File: config.mk
export PLATFORM = sky130hd
export DESIGN_NAME = rd_ptr_empty_ctrl
export DESIGN_NICKNAME = d
export VERILOG_FILES = /design/src/rtl/rd_ptr_empty_ctrl_pkg.sv /design/src/rtl/rd_ptr_empty_ctrl.sv
export SDC_FILE = /design/constraint.sdc
export NUM_CORES = 1
export LEC_CHECK = 0
export ABC_AREA = 1
export ABC_CLOCK_PERIOD_IN_PS = 2000
export CAP_MARGIN = 25
export CORE_AREA = 2 2 39 41
export CTS_BUF_LIST = sky130_fd_sc_hd__clkbuf_4 sky130_fd_sc_hd__clkbuf_8
export DETAILED_ROUTE_END_ITERATION = 8
export DIE_AREA = 0 0 41 43
export DONT_BUFFER_PORTS = 1
export PLACE_DENSITY = 0.58
export SLEW_MARGIN = 30
export SYNTH_ARGS = -nofsm -noshare
export SYNTH_HDL_FRONTEND = slang
export SYNTH_SLANG_ARGS = --single-unit
File: constraint.sdc
create_clock -name rd_clk -period 2 [get_ports rd_clk]
set_input_delay 0.2 -clock rd_clk [delete_from_list [all_inputs] [get_ports rd_clk]]
set_output_delay 0.2 -clock rd_clk [all_outputs]
set_load 0.01 [all_outputs]
File: src/rtl/rd_ptr_empty_ctrl_pkg.sv
// Shared build-time settings for the read-side pointer/empty controller.
// These are the single source of the default pointer width and the
// almost-empty threshold. The controller imports them and does not redefine them.
package rd_ptr_empty_ctrl_pkg;

  // Pointer width. The MSB is the wrap bit and the lower bits address the RAM.
  localparam int A_LENGTH_DEF = 3;

  // The almost-empty flag asserts when the occupancy is at or below this value.
  localparam int ALMOST_EMPTY_THR_DEF = 1;

endpackage

File: src/rtl/rd_ptr_empty_ctrl.sv
// Read-domain pointer and empty/occupancy controller for an asynchronous FIFO.
// It keeps the binary read pointer. It derives empty, almost_empty and level
// from the write pointer after that pointer has been synchronized into rd_clk.
//
// Read handshake: a read is accepted in a cycle only when rd_en=1 and empty=0.
// An accepted read advances the pointer at that edge. It also raises rd_valid
// for exactly one cycle afterwards, so rd_valid lines up with synchronous RAM
// read data. If rd_en=1 while empty=1, the read is dropped and underflow is set.
// underflow stays set until reset.
module rd_ptr_empty_ctrl
  import rd_ptr_empty_ctrl_pkg::*;
#(
  parameter int a_length         = A_LENGTH_DEF,
  parameter int almost_empty_thr = ALMOST_EMPTY_THR_DEF
) (
  input  logic                  rd_clk,
  input  logic                  reset,
  input  logic                  rd_en,
  input  logic [a_length-1:0]   b_wr_ptr_sync,
  output logic [a_length-1:0]   b_rd_ptr,
  output logic [a_length-2:0]   rd_addr,
  output logic                  rd_valid,
  output logic                  empty,
  output logic                  almost_empty,
  output logic [a_length-1:0]   level,
  output logic                  underflow
);

  // The threshold is cut to the pointer width so that the compare is all unsigned.
  localparam logic [a_length-1:0] ThrW = a_length'(almost_empty_thr);

  logic                accept;
  logic [a_length-1:0] rd_ptr_next;
  logic [a_length-1:0] level_next;

  // Next-state values: the read increment and any movement of the write
  // pointer are both folded into one modular occupancy.
  always_comb begin
    accept      = 1'b0;
    rd_ptr_next = b_rd_ptr;
    level_next  = '0;
    accept      = rd_en & ~empty;
    rd_ptr_next = b_rd_ptr + {{(a_length-1){1'b0}}, accept};
    level_next  = b_wr_ptr_sync - rd_ptr_next;
  end

  // Registered pointer, flags and occupancy. An asynchronous reset discards any read that is in flight.
  always_ff @(posedge rd_clk or posedge reset) begin
    if (reset) begin
      b_rd_ptr     <= '0;
      rd_valid     <= 1'b0;
      empty        <= 1'b1;
      almost_empty <= 1'b1;
      level        <= '0;
      underflow    <= 1'b0;
    end else begin
      b_rd_ptr     <= rd_ptr_next;
      rd_valid     <= accept;
      empty        <= (rd_ptr_next == b_wr_ptr_sync);
      almost_empty <= (level_next <= ThrW);
      level        <= level_next;
      underflow    <= underflow | (rd_en & empty);
    end
  end

  assign rd_addr = b_rd_ptr[a_length-2:0];

endmodule

# After elaboration in Yosys (flattened, before gate mapping)

Cells that the tools add are included.

Reductions and logical operators: 0
Order comparisons: 1
Multiply operators: 0
Equal/unequal tests: 1
Muxes and demuxes: 0
Shift operators: 0
Add/sub/neg operators: 2
Div/mod/pow operators: 0
Bitwise operators: 4

Operators by type and width:

| kind                                                                  | number |
|---|---|
| 3-bit by 1-bit adder with 3-bit output                                | 1 |
| 3-bit equality test                                                   | 1 |
| 3-bit by 1-bit <= comparator with 1-bit output, second input constant | 1 |
| 3-bit subtractor                                                      | 1 |
| 1-bit bitwise AND                                                     | 2 |
| 1-bit NOT                                                             | 1 |
| 1-bit bitwise OR                                                      | 1 |

Word-level logic and storage cells: 14
Latch bits: 0
Bits in writable memories: 0
Memories kept: 0
Register bits: 10
ROM bits: 0
Input bits: 6

# Logic depth before layout (Yosys ltp)

Gate-level depths: netlist (run 1).

Word-level depth: 5
Gate-level depth with buffers: 11
Gate-level depth less buffers: 11

# Worst setup path before layout (run 1)

OpenSTA, ideal clock, no wires.

Path type: flip-flop to flip-flop
Start: register empty
End: register almost_empty
Path buffers: 0
Stages on the path, launching flop included: 9
Setup slack: 209 ps
Data required time: 1,936 ps
Arrival: 1,727 ps
Library setup time: 64 ps
Period minus slack after synthesis: 1,791 ps
Cell sequence: dfstp_2 > nor2_1 > ha_1 > ha_1 > inv_1 > fa_1 > nand3_1 > nand2_2 > nor2_2

Longest elaborated chain between the ends: 5

RTL lines:

| what                                           | line                    | source |
|---|---|---|
| start: declaration                             | rd_ptr_empty_ctrl.sv:23 | `output logic empty,` |
| start signal: assignment                       | rd_ptr_empty_ctrl.sv:59 | `empty <= (rd_ptr_next == b_wr_ptr_sync);` |
| 1-bit NOT                                      | rd_ptr_empty_ctrl.sv:42 | `accept = rd_en & ~empty;` |
| 1-bit bitwise AND                              | rd_ptr_empty_ctrl.sv:42 |  |
| net accept                                     | rd_ptr_empty_ctrl.sv:32 | `logic accept;` |
| 3-bit by 1-bit adder with 3-bit output         | rd_ptr_empty_ctrl.sv:43 | `rd_ptr_next = b_rd_ptr + {{(a_length-1){1'b0}}, accept};` |
| net rd_ptr_next[1]                             | rd_ptr_empty_ctrl.sv:33 | `logic [a_length-1:0] rd_ptr_next;` |
| 3-bit subtractor                               | rd_ptr_empty_ctrl.sv:44 | `level_next = b_wr_ptr_sync - rd_ptr_next;` |
| net level_next[2]                              | rd_ptr_empty_ctrl.sv:34 | `logic [a_length-1:0] level_next;` |
| 3-bit by 1-bit <= comparator with 1-bit output | rd_ptr_empty_ctrl.sv:60 | `almost_empty <= (level_next <= ThrW);` |
| end signal: assignment                         | rd_ptr_empty_ctrl.sv:60 |  |
| end: declaration                               | rd_ptr_empty_ctrl.sv:24 | `output logic almost_empty,` |

The timed path passes the listed nets, and every way through them passes these cells.

# Worst setup path in the final report (run 1)

Same ends and word-level chain as after synthesis.

==> results by stage, run 1 <==
Setup path:
- Among cell families on the critical path, the largest total delay comes from adder cells.
- Counting stages on the worst path, the most repeated cell is sky130_fd_sc_hd__ha_1.
- Measured in cells, the most critical reg-to-reg path has a length of 8.
- The number of cells on the critical path is 8.
- Along the worst path, the maximum fanout reaches 3.
- STA classifies the critical path endpoint as a register.
- The critical path is of the register to register type.
- The termination of the worst setup path is almost_empty$_DFF_PP1_.
- The critical path launch point type is a register.
- The most critical setup path has its startpoint at empty$_DFF_PP1_.
- The critical path data required time is 2200 ps.
- The largest stage delay on the critical path is 570 ps.
- For the worst setup path, the data arrival time is a little over 2000 ps.
- The worst register-to-register path ends at almost_empty$_DFF_PP1_.
- The setup slack on the worst flop-to-flop path is 140 ps.
- Counting both buffers and inverters, the worst setup path holds a total of 1.
- The startpoint of the lowest-slack register-to-register path is empty$_DFF_PP1_.
- The critical path goes through nor2_1, ha_1, ha_1, inv_1, fa_1, nand3_1, nand2_2, nor2_2.
- The largest individual stage delay along the critical path comes from the cell sky130_fd_sc_hd__dfstp_2.

STA:
- The total setup violations reported at the end of the flow is 0.
- The smallest clock period supported by the final layout is computed as approximately 1900 ps.
- For the pin with the worst max-slew slack, the measured transition is 372 ps.
- The maximum clock skew at final layout is 0.245 ps.
- Setup repair after global routing left no endpoint under its margin.
- The number of hold-slack violations in the final timing report came to 0.
- Derived from the worst setup path, the maximum achievable clock frequency is around 540 MHz.
- Measured against its own limit, the worst slew margin works out to 0.752.
- The total count of max-transition violations in the final report is 0.
- The total negative setup slack is 0 ps.
- The fraction of the cycle the final worst path needs is 0.932.

Yosys:
- The synthesized area is 457 um2.
- The synthesized netlist net count is 53.
- The compound-cell area share of the yosys netlist is 0.0164.
- After synthesis, the largest family of logic cells by area is simple AND/OR/NAND/NOR gates.
- The synthesized design contains 10 register bits.
- Of the post-synthesis cell area, the part taken by muxes is 0.
- Synthesis handed over a netlist of 42 instances.
- The post-synthesis share of cell area spent on and, or, nand and nor gates is 0.162.
- The sequential fraction of the synthesis area is 0.553.
- The average instance in the mapped netlist occupies 10.9 um2.
- Of the total synthesized cell area, the portion taken by XOR and XNOR cells is 0.
- Of the total synthesized cell area, the portion taken by full adders, half adders and majority gates is 0.153.
- The number of distinct library cell variants in the gate-level netlist after synthesis is 15.
- The Yosys step of the flow raised 0 warnings.

Clock network:
- The later pin in the worst-skew pair is clocked with a latency of 250 ps.
- The post-CTS resize count is 0.
- The longest clock path from root to sink contains 2 buffers.
- The CTS tree is built.
- The number of clock buffers added by TritonCTS is 3.
- The number of sinks driven by the clock tree is 10.
- The count of H-tree levels built during CTS is 1.
- The clock slew at the register clock pins of the worst setup and hold paths is 60 ps.
- The cell at the root of the clock tree is sky130_fd_sc_hd__clkbuf_4.

Drt:
- After the first detailed-routing iteration, the DRC count stood at 6.
- In the final routed layout, each cell accounts on average for 11.2 um.
- The via total after detailed routing is 265.
- Wires add up to 681 um.
- The per-cell via count in the routed design is 4.34.
- The number of iterations in the first detailed-routing pass is 3.
- In the routed design, unresolved DRC markers number 0.
- The final antenna-violating net count is 0.

Global route:
- For met2 alone, demand over resource in global routing was 0.131.
- For met3 alone, demand over resource in global routing was 0.0576.
- The initial antenna violation count is 0.
- The met1 usage is 0.113.
- The largest net degree at the start of global routing is 11.
- The number of global-route vias before repair is 270.
- After global routing, the most crowded layer is met2.
- The overall fraction of global-route tracks in use is 0.103.
- The global-route wire length before repair is 1110 um.
- Summed over all layers, the global routing overflow is 0.

Floorplan:
- The total area inside the core boundary comes to between 0.001 and 0.0015 mm2.
- The overall die area is 0.00176 mm2.
- In this run the count of I/O pins placed on the die edge is 18.
- The floorplan step set the die width to 41 um.
- The initial utilization of the core area, before any placement, comes to 0.330.
- The floorplan has 14 rows.
- The die is 43 um tall.

Cells and area:
- The library cells used most frequently in the layout, excluding fill and tap cells, are sky130_fd_sc_hd__inv_1, sky130_fd_sc_hd__dfrtp_1, sky130_fd_sc_hd__nand2_1.
- The library cell used most frequently in the layout, excluding fill and tap cells, is sky130_fd_sc_hd__inv_1.
- The number of antenna diodes in the final layout is 0.
- In the final layout, the share of cells above drive strength 1 is 0.244.
- The area added between synthesis and finish is 9.86%.
- The final layout contains between 50 and 60 nets.
- Fill cells in the final layout number roughly 150.
- The core occupancy in the finished layout is 0.363.

Job:
- Max-cap violations in this run came to 0.

Placement:
- The congestion estimate from routability-driven global placement came to 0.659.
- Port buffering added 0 buffers.
- Detailed placement finished with a half-perimeter wire length of 570 um.

Power and ir drop:
- The overall power is 866 uW.
- The power density of the placed cells is approximately 1700 mW/mm2.
- The worst voltage drop across the vdd grid is 383 uV.
- In this run the static leakage power is 0.268 nW.

Min path:
- In this run the worst hold path is classified as input port to register.

Run status:
- The run finished with clean final reports.
## where the power goes
group | switching [mW] | total [mW] | internal, mW
combinational | 0.186 | 0.320 | 0.133
clock | 0.0628 | 0.132 | 0.0692
sequential | 0.0999 | 0.414 | 0.314
total | 0.349 | 0.866 | 0.517
## worst register-to-register path, delay by kind of cell, from the launching register on
kind,cells,cell delay [ps]
fa+ha+maj,3,860
flops,1,570
simple gates,4,320
buf+inv,1,70
## layer usage
metal	part of all wire	vias to the layer above
li1	-	132
met1	0.40	120
met2	0.48	11
met3	0.091	2
met4	0.018	0
met5	0	-
## cell usage after synthesis
cell	n	area, um2
sky130_fd_sc_hd__a21o_1	1	7.51
sky130_fd_sc_hd__dfstp_2	2	52.6
sky130_fd_sc_hd__fa_1	1	20.0
sky130_fd_sc_hd__nand3_2	2	20.0
sky130_fd_sc_hd__and3_1	1	6.26
sky130_fd_sc_hd__dfrtp_1	8	200
sky130_fd_sc_hd__nor2_1	1	3.75
sky130_fd_sc_hd__nand2_2	1	6.26
sky130_fd_sc_hd__nand3_1	1	5.00
sky130_fd_sc_hd__inv_2	1	3.75
sky130_fd_sc_hd__nand2_1	7	26.3
sky130_fd_sc_hd__buf_4	2	15.0
sky130_fd_sc_hd__nor2_2	1	6.26
sky130_fd_sc_hd__ha_1	4	50.1
sky130_fd_sc_hd__inv_1	9	33.8
## cell type report
type / count / area [um2] / area share
flip-flops and latches: 10 / 253 / 0.504
multi-input cells: 20 / 151 / 0.302
inverters: 10 / 37.5 / 0.0748
clock buffers: 3 / 22.5 / 0.0449
well taps: 16 / 20.0 / 0.0399
repair buffers: 2 / 17.5 / 0.0349
## kinds of logic after synthesis
logic type               count (synthesis)
AO/OA/AOI/OAI                            1
adder cells (fa/ha/maj)                  5
buffers and inverters                   12
flip-flops                              10
AND/OR/NAND/NOR                         14
## what timing repair did
action / in CTS / in global routing
hold endpoints to repair: 8 / 0
buffers inserted: 0 / 0
hold buffers: 1 / 0
## registers in the layout (all words and copies together) (netlist names)
| name | count |
|---|---|
| rd_valid | 1 |
| underflow | 1 |
| almost_empty | 1 |
| b_rd_ptr | 3 |
| level | 3 |
| empty | 1 |
## how the worst min path moves through the flow
stage | from | to | slack (ps) | cells past startpoint
after global placement | reset | rd_valid$_DFF_PP0_ | 80 | 1
final | rd_en | rd_valid$_DFF_PP0_ | 60 | 2
after CTS | rd_en | rd_valid$_DFF_PP0_ | 50 | 2
after detailed placement | reset | rd_valid$_DFF_PP0_ | 90 | 1
after global routing | rd_en | underflow$_DFF_PP0_ | 50 | 1
after floorplan | reset | b_rd_ptr[0]$_DFF_PP0_ | 40 | 1
## per-stage QoR
| step | area [um2] | cells | hold WS [ps] | setup WS [ps] |
|---|---|---|---|---|
| after global routing | 502 | 61 | 45.2 | 34.2 |
| after floorplan | 457 | 42 | 38.7 | 209 |
| after detailed placement | 469 | 57 | 88.8 | 128 |
| final | 502 | 61 | 55.4 | 137 |
| after CTS | 502 | 61 | 47.5 | 115 |
| after global placement | 469 | 57 | 82.8 | 125 |
No activity file was read; power rests on OpenSTA's default activity.
==> inputs of run 2 (changes only) <==
--- a/config.mk
+++ b/config.mk
@@ -7,13 +7,13 @@
 export LEC_CHECK = 0
 export ABC_AREA = 1
 export ABC_CLOCK_PERIOD_IN_PS = 2000
-export CAP_MARGIN = 25
 export CORE_AREA = 2 2 39 41
 export CTS_BUF_LIST = sky130_fd_sc_hd__clkbuf_4 sky130_fd_sc_hd__clkbuf_8
 export DETAILED_ROUTE_END_ITERATION = 8
 export DIE_AREA = 0 0 41 43
 export DONT_BUFFER_PORTS = 1
 export PLACE_DENSITY = 0.58
+export REMOVE_ABC_BUFFERS = 1
 export SLEW_MARGIN = 30
 export SYNTH_ARGS = -nofsm -noshare
 export SYNTH_HDL_FRONTEND = slang
==> results by stage, run 2 (synthesized netlist as in run 1, its figures left out) <==
Global route:
- The remaining global-route overflow is 0 (unchanged).
- The largest net degree at the start of global routing came to 11 (unchanged).
- The overall fraction of global-route tracks in use is 0.0962 (was 0.103).
- The number of global-route vias before repair is 236 (was 270).
- The initial antenna violation count is 0 (unchanged).
- The global-route wire length before repair came to 1050 um (was 1110 um).

Cells and area:
- The proportion of layout cells with a drive suffix above 1 is 0.250 (was 0.244).
- The number of diodes came to 0 (unchanged).
- The finished layout cell area is 497 um2 (was 502 um2).
- The number of standard cells in the final layout excluding fillers is 60 (was 61).
- The commonest non-fill, non-tap cell in the layout is sky130_fd_sc_hd__inv_1 (unchanged).
- Most used cells in the layout excluding fill and tap cells: sky130_fd_sc_hd__inv_1, sky130_fd_sc_hd__dfrtp_1, sky130_fd_sc_hd__nand2_1 (unchanged).
- The area added between synthesis and finish is 8.77% (was 9.86%).
- The net total in the final layout is 57 (was 58).
- Registers with the most flip-flops: b_rd_ptr: 3 flops, level: 3 flops (unchanged).
- The core occupancy in the finished layout is 0.359 (was 0.363).

Floorplan:
- The core outline area came to 0.00138 mm2 (unchanged).
- The row count came to 14 (unchanged).
- The overall die area is 0.00176 mm2 (unchanged).
- The top-level port count is 18 (unchanged).
- The die height is 43 um (unchanged).
- The initial core utilization is 0.330 (unchanged).
- The x dimension of the die is 41 um (unchanged).

Setup path:
- The critical path start-end classification was register to register (unchanged).
- The top fanout value on the critical path was 3 (unchanged).
- The nature of the critical path endpoint is a register (unchanged).
- The critical path data required time is 2190 ps (was 2200 ps).
- The number of cell instances on the worst register-to-register path is 8 (unchanged).
- The arrival time of the worst setup path is 2030 ps (was 2060 ps).
- The critical path launch point type is a register (unchanged).

Power and ir drop:
- The power density of the placed cells is 1710 mW/mm2 (was 1730 mW/mm2).
- The worst voltage drop across the vdd grid was 437 uV (was 383 uV).
- The leakage component of the power is 0.263 nW (was 0.268 nW).

Clock network:
- The buffers inserted during post-CTS setup optimization is 0 (unchanged).
- The source-to-sink clock delay at the later pin of the worst-skew pair is 250 ps (about the same).
- The number of clock buffers inserted by TritonCTS is 3 (unchanged).
- The clock slew at the register clock pins of the worst setup and hold paths is 60 ps (about the same).
- The count of H-tree levels built during CTS was 1 (unchanged).
- The number of sinks driven by the clock tree is 10 (unchanged).
- The cell at the root of the clock tree is sky130_fd_sc_hd__clkbuf_4 (unchanged).
- The maximum count of clock buffers along a single path was 2 (unchanged).
- The CTS tree is built (unchanged).

STA:
- The post-layout worst setup margin is 165 ps (was 137 ps).
- The measured slew at the worst slew-check pin is 361 ps (was 372 ps).
- The total negative setup slack came to 0 ps (unchanged).
- Unrepaired setup endpoints after global routing: no (unchanged).
- The total setup violations reported at the end of the flow is 0 (unchanged).
- The fmax is 545 MHz (was 537 MHz).
- The number of hold-slack violations in the final timing report was 0 (unchanged).
- The total count of max-transition violations in the final report is 0 (unchanged).
- The fraction of the cycle the final worst path needs came to 0.918 (was 0.932).
- The clock period minus worst slack was 1840 ps (was 1860 ps).
- The worst slew margin relative to its limit is 0.759 (was 0.752).
- The maximum clock skew at final layout is 0.324 ps (was 0.245 ps).

Placement:
- The pre-CTS setup slack is 102 ps (was 128 ps).
- The number of input and output port buffers inserted was 0 (unchanged).
- The half-perimeter wire length of the detailed placement result is 510 um (was 570 um).
- The instance area after placement was 462 um2 (was 469 um2).
- The number of placed instances, taps included is 56 (was 57).
- The routability congestion estimate came to 0.635 (was 0.659).

Job:
- The number of maximum-capacitance constraint violations is 0 (unchanged).

Drt:
- The per-cell via count in the routed design came to 4.43 (was 4.34).
- The post-detailed-routing wire length is 606 um (was 681 um).
- The count of unresolved DRC violations after routing is 0 (unchanged).
- The number of iterations in the first detailed-routing pass came to 2 (was 3).
- The final antenna-violating net count was 0 (unchanged).
- The average wire per cell in the routed design is 10.1 um (was 11.2 um).
- The via total after detailed routing is 266 (was 265).
- The number of DRC markers after the initial detailed-route iteration is 1 (was 6).

Run status:
- Result of the run: complete, no violations (unchanged).

Min path:
- The path type of the worst min-delay path is input port to register (unchanged).
- The worst hold path stage count came to 2 (unchanged).
-- run 2: cell types whose count changed in the layout (fill, tap and decap cells not counted) --
| cell | delta |
|---|---|
| sky130_fd_sc_hd__fa_2 | +1 |
| sky130_fd_sc_hd__fa_1 | -1 |
| sky130_fd_sc_hd__buf_4 | -1 |
-- run 2: per-stage QoR --
stage	power (mW)	hold slack, ps
global route	0.947	57.7
detailed placement	0.730	79.3
CTS	0.862	51.6
finish	0.849	59.1
global placement	0.717	75.8
floorplan	0.661	38.7
-- run 2: power by group --
| group | switching (mW) | internal (mW) | total [mW] | leakage [nW] |
|---|---|---|---|---|
| registers | 0.114 | 0.314 | 0.429 | 0.113 |
| clock network | 0.0593 | 0.0690 | 0.128 | 0.0138 |
| logic | 0.169 | 0.123 | 0.292 | 0.136 |
-- run 2: final timing paths --
kind	start	to	slack (ps)
worst max-delay path	empty$_DFF_PP1_	almost_empty$_DFF_PP1_	160
worst min-delay path	rd_en	rd_valid$_DFF_PP0_	60
worst max register to register	empty$_DFF_PP1_	almost_empty$_DFF_PP1_	160
worst min register to register	underflow$_DFF_PP0_	underflow$_DFF_PP0_	520
max in group asynchronous	reset	almost_empty$_DFF_PP1_	1350
min in group asynchronous	reset	rd_valid$_DFF_PP0_	350
-- run 2: layout make-up --
type | count | area (um2)
Fill cell | 136 | 887
Sequential cell | 10 | 253
Inverter | 10 | 37.5
Multi-Input combinational cell | 20 | 154
Clock buffer | 3 | 22.5
Timing Repair Buffer | 1 | 10.0
Tap cell | 16 | 20.0
-- run 2: timing repair --
| item | in CTS | in global routing |
|---|---|---|
| resized for setup | 0 | 1 |
| hold buffers | 1 | 0 |
| endpoints found under the setup margin | 0 | 1 |
| endpoints found under the hold margin | 8 | 0 |
-- run 2: metal layers --
metal | up-vias | track usage | wire (um)
li1 | 129 | - | -
met3 | 2 | 0.0366 | 61
met2 | 10 | 0.116 | 297
met5 | - | 0 | 0
met4 | 0 | 0.120 | 14
met1 | 125 | 0.109 | 233
-- run 2: critical path, stage by stage (launching register included) --
cell and delay (ps):
sky130_fd_sc_hd__dfstp_2 570, sky130_fd_sc_hd__nor2_1 70, sky130_fd_sc_hd__ha_1 180, sky130_fd_sc_hd__ha_1 280, sky130_fd_sc_hd__inv_1 70, sky130_fd_sc_hd__fa_2 360, sky130_fd_sc_hd__nand3_1 100, sky130_fd_sc_hd__nand2_2 70
sky130_fd_sc_hd__nor2_2 80
